## src/rtl/sdf_stage_ctrl.sv

```systemverilog
// Sequencer for one radix-2 SDF FFT stage: delay-line enable,
// butterfly select and twiddle addressing driven by the sample stream.
module sdf_stage_ctrl #(
    parameter int delay_length = 8,
    parameter int tw_stride    = 1,
    parameter int addr_width   = 4
) (
    input  logic                  clk,
    input  logic                  reset,
    input  logic                  en,
    input  logic                  in_valid,
    output logic                  buf_en,
    output logic                  bf_sel,
    output logic                  tw_valid,
    output logic [addr_width-1:0] tw_addr,
    output logic                  out_valid,
    output logic                  frame_done,
    output logic                  busy
);
    localparam int dw = (delay_length > 1) ? $clog2(delay_length) : 1;
    localparam int fw = dw + 1;

    typedef enum logic [1:0] {
        IDLE,
        FILL,
        COMPUTE,
        DRAIN
    } state_t;

    state_t        state;
    logic [fw-1:0] fill_cnt;
    logic [fw-1:0] fill_inc;
    logic [dw-1:0] drain_cnt;
    logic          accept;
    logic          fill_last;
    logic          drain_last;

    assign accept     = en & in_valid;
    assign fill_inc   = fill_cnt + fw'(accept);
    assign fill_last  = (fill_cnt == fw'(delay_length - 1));
    assign drain_last = (drain_cnt == dw'(delay_length - 1));

    always_ff @(posedge clk) begin
        if (reset) begin
            state      <= IDLE;
            fill_cnt   <= '0;
            drain_cnt  <= '0;
            frame_done <= 1'b0;
        end else begin
            frame_done <= 1'b0;
            if (en) begin
                unique case (state)
                    IDLE: begin
                        if (accept) begin
                            state    <= FILL;
                            fill_cnt <= fw'(1);
                        end
                    end
                    FILL: begin
                        if (accept) begin
                            if (fill_last) begin
                                state    <= COMPUTE;
                                fill_cnt <= '0;
                            end else begin
                                fill_cnt <= fill_inc;
                            end
                        end
                    end
                    COMPUTE: begin
                        if (accept) begin
                            if (fill_last) begin
                                state      <= DRAIN;
                                fill_cnt   <= '0;
                                drain_cnt  <= '0;
                                frame_done <= 1'b1;
                            end else begin
                                fill_cnt <= fill_inc;
                            end
                        end
                    end
                    DRAIN: begin
                        // Samples arriving now belong to the next frame.
                        drain_cnt <= drain_cnt + dw'(1);
                        fill_cnt  <= fill_inc;
                        if (drain_last) begin
                            drain_cnt <= '0;
                            if (fill_inc == fw'(delay_length)) begin
                                state    <= COMPUTE;
                                fill_cnt <= '0;
                            end else if (fill_inc != '0) begin
                                state <= FILL;
                            end else begin
                                state <= IDLE;
                            end
                        end
                    end
                    default: state <= IDLE;
                endcase
            end
        end
    end

    always_comb begin
        buf_en    = 1'b0;
        bf_sel    = 1'b0;
        tw_valid  = 1'b0;
        tw_addr   = '0;
        out_valid = 1'b0;
        busy      = 1'b0;
        if (!reset) begin
            busy    = (state != IDLE);
            tw_addr = addr_width'(drain_cnt) * addr_width'(tw_stride);
            unique case (state)
                IDLE: buf_en = accept;
                FILL: buf_en = accept;
                COMPUTE: begin
                    bf_sel    = 1'b1;
                    buf_en    = accept;
                    out_valid = accept;
                end
                DRAIN: begin
                    buf_en    = en;
                    out_valid = en;
                    tw_valid  = en;
                end
                default: buf_en = 1'b0;
            endcase
        end
    end
endmodule

```

## config.mk

```make
export PLATFORM = sky130hd
export DESIGN_NAME = sdf_stage_ctrl
export DESIGN_NICKNAME = d
export VERILOG_FILES = /design/src/rtl/sdf_stage_ctrl.sv
export SDC_FILE = /design/constraint.sdc
export NUM_CORES = 1
export LEC_CHECK = 0
export CAP_MARGIN = 40
export CORE_AREA = 3 3 42 44
export CTS_CLUSTER_DIAMETER = 200
export DETAILED_ROUTE_END_ITERATION = 8
export DIE_AREA = 0 0 45 47
export PLACE_DENSITY_LB_ADDON = 0.1
export SYNTH_ARGS = -nofsm -noshare
export SYNTH_HDL_FRONTEND = slang
export SYNTH_SLANG_ARGS = --single-unit
```

## constraint.sdc

```tcl
create_clock -name clk -period 5.7 [get_ports clk]
set_clock_uncertainty 0.05 [all_clocks]
set_input_delay 1.14 -clock clk [delete_from_list [all_inputs] [get_ports clk]]
set_output_delay 1.14 -clock clk [all_outputs]
set_load 0.03 [all_outputs]
```

==> summary.txt <==
Global route
  – Largest net degree at the start of global routing: 20
  – Global-route wire length before repair: 2770 µm
  – Number of global-route vias before repair: 647
  – GRT overflow: 0
  – Total Routing Usage GR: 0.181
  – Initial antenna violation count: 0

Power and ir drop
  – P per Cell Area: 201 nW/µm²
  – Worst vdd ir: 123 µV
  – Static Leak: 0.392 nW

Logic synthesis
  – Synth area leaders: dfxtp_1 26%, ha_1 15%, inv_1 5.4%
  – Top cell type's share of synthesized area: 0.261
  – Yosys reg bits: 10
  – Commonest cells post-synth: 11 x inv_1, 10 x dfxtp_1, 9 x ha_1, 9 x nand2_1, 6 x nor2_1
  – Avg Inst Size Synth: 7.92 µm²
  – Post-synth EDFFs: 0
  – Synth Flop Type: dfxtp_1
  – Async S/R FF share, synth: 0
  – Distinct cells, synth: 40
  – Mapped Area: 768 µm²
  – YS warnings: 0
  – Sequential element share of the synthesized area: 0.261
  – Synth area leader: dfxtp_1
  – Synth Net Count: 110
  – Top-count cell post-synth: inv_1
  – Synthesized instance count: 97

Worst setup path
  – CP max stage delay: 740 ps
  – Crit Path Max Fanout: 19
  – Critical path class: input pin to primary output
  – Reg2Reg Depth: 6
  – Critical path, cell by cell: clkdlybuf4s50_1, nand2b_1, o22ai_1, clkdlybuf4s50_1
  – CP most frequent cell: clkdlybuf4s50_1
  – Worst Path Arrival: 3040 ps
  – CP Capture Type: primary output
  – Setup crit start kind: input pin
  – Slowest-stage cell, CP: clkdlybuf4s50_1
  – Worst path required time: 4510 ps

Detailed routing
  – Residual DRC: 0
  – Via density per instance: 5.81
  – Routed Antenna Nets: 0
  – DRT iter0 DRCs: 18
  – Routed vias: 726
  – Final wirelength: 1760 µm
  – Routed wire per std cell: 14.1 µm
  – DR pass1 iterations: 4

Clocking
  – CTS Hold Bufs: 0
  – CTS Root Cell: clkbuf_4
  – Clock Latency Late Sink: 280 ps
  – Reg clk slew, reported paths: 70 ps
  – CTS tree: built
  – Postcts setup bufs: 0
  – Post-cts resize count: 0
  – CTS buffer count: 3
  – CTS max path bufs: 2
  – Htree depth: 1
  – Clk sink count: 10

Cells and area
  – Share of layout cells above drive strength 1: 0.0550
  – Finished Cell Area: 926 µm²
  – # nets final: 123
  – Synthesis-to-layout area growth: 20.5%
  – Ant. Diodes: 0

STA
  – Setup TNS: 0 ps
  – Final period utilization: 0.742
  – Slew HR: 0.569
  – Actual slew at the worst max-slew pin: 645 ps
  – Hold Vio Cnt, Final: 0
  – # setup viols final: 0
  – Pins over their slew limit: 0
  – RSZ-0062 raised after global routing: false
  – Final min period: 4230 ps
  – Fmax: 236 MHz

Min path
  – Hold Crit Class: flip-flop to flip-flop
  – Cells on Worst Hold Path: 2

Die
  – IO Count: 14
  – CORE AREA: 1470 µm²
  – Die Span Y: 47 µm
  – Die width: 45 µm
  – Starting density of the core: 0.522
  – Die area: 2120 µm²
  – Row count: 14

Placement
  – Placed cell areas: 890 µm²
  – Port Buffers: 12
  – Gpl congestion: 0.772
  – Hpwl dp: 1300 µm

Flow run
  – Max Cap Violations: 0

Run status
  – Outcome: complete, no violations
-- final timing paths --
kind | start | endpoint | slack [ps]
setup reg to reg | fill_cnt[0] | state[1] | 3620
setup / recovery | reset | out_valid | 1470
hold / removal | drain_cnt[2] | drain_cnt[2] | 450
hold reg to reg | drain_cnt[2] | drain_cnt[2] | 450
-- critical path, delay by kind of cell --
family	cells	cell delay (ps)
compound gates	1	130
buf+inv	2	1430
simple gates	1	330
-- kinds of logic after synthesis --
logic type               after synthesis  share of synthesized area
AND/OR/NAND/NOR                       36                      0.259
AO/OA/AOI/OAI                         24                      0.228
buffers and inverters                 15                     0.0782
flip-flops                            10                      0.261
adder cells (fa/ha/maj)                9                      0.147
XOR/XNOR                               2                     0.0228
other                                  1                    0.00488
-- cell usage in the layout (no fill, tap or decap), types with 5 or more instances in the layout --
cell / instances
clkdlybuf4s50_1: 12
nor2_1: 6
inv_1: 11
nand2_1: 9
a21oi_1: 5
ha_1: 9
dfxtp_1: 10
-- where the power goes --
part	switching [mW]	internal [mW]
clock network	0.0276	0.0389
logic	0.0273	0.0172
registers	0.00296	0.0722
total	0.0579	0.128
-- registers in the layout, summed over array words and instances (netlist names) --
register	flops
fill_cnt	4
drain_cnt	3
state	2
frame_done	1
-- routing by layer --
metal  share of wire  global-route usage  wire, µm  vias to the layer above
li1                -                   -         -                      375
met1            0.45               0.204       791                      330
met2            0.48               0.319       843                       16
met3           0.057              0.0690       100                        5
met4           0.014              0.0526        25                        0
met5               0                   0         0                        -
-- through the flow --
step	cells	setup WS, ps	hold WS [ps]	utilization	power [mW]
global route	125	1380	494	0.629	0.194
finish	125	1470	451	0.629	0.186
global placement	121	1520	437	0.605	0.119
floorplan	97	2480	419	-	0.108
detailed placement	121	1480	447	0.605	0.120
CTS	125	1490	456	0.629	0.186
-- final cells by class --
class / count / area, µm²
Clock buffer: 4 / 36.3
Fill cell: 138 / 546
Inverter: 11 / 41.3
Multi-Input combinational cell: 72 / 508
Sequential cell: 10 / 200
Tap cell: 16 / 20.0
Timing Repair Buffer: 12 / 120
Power figures use the tool's default switching activity.
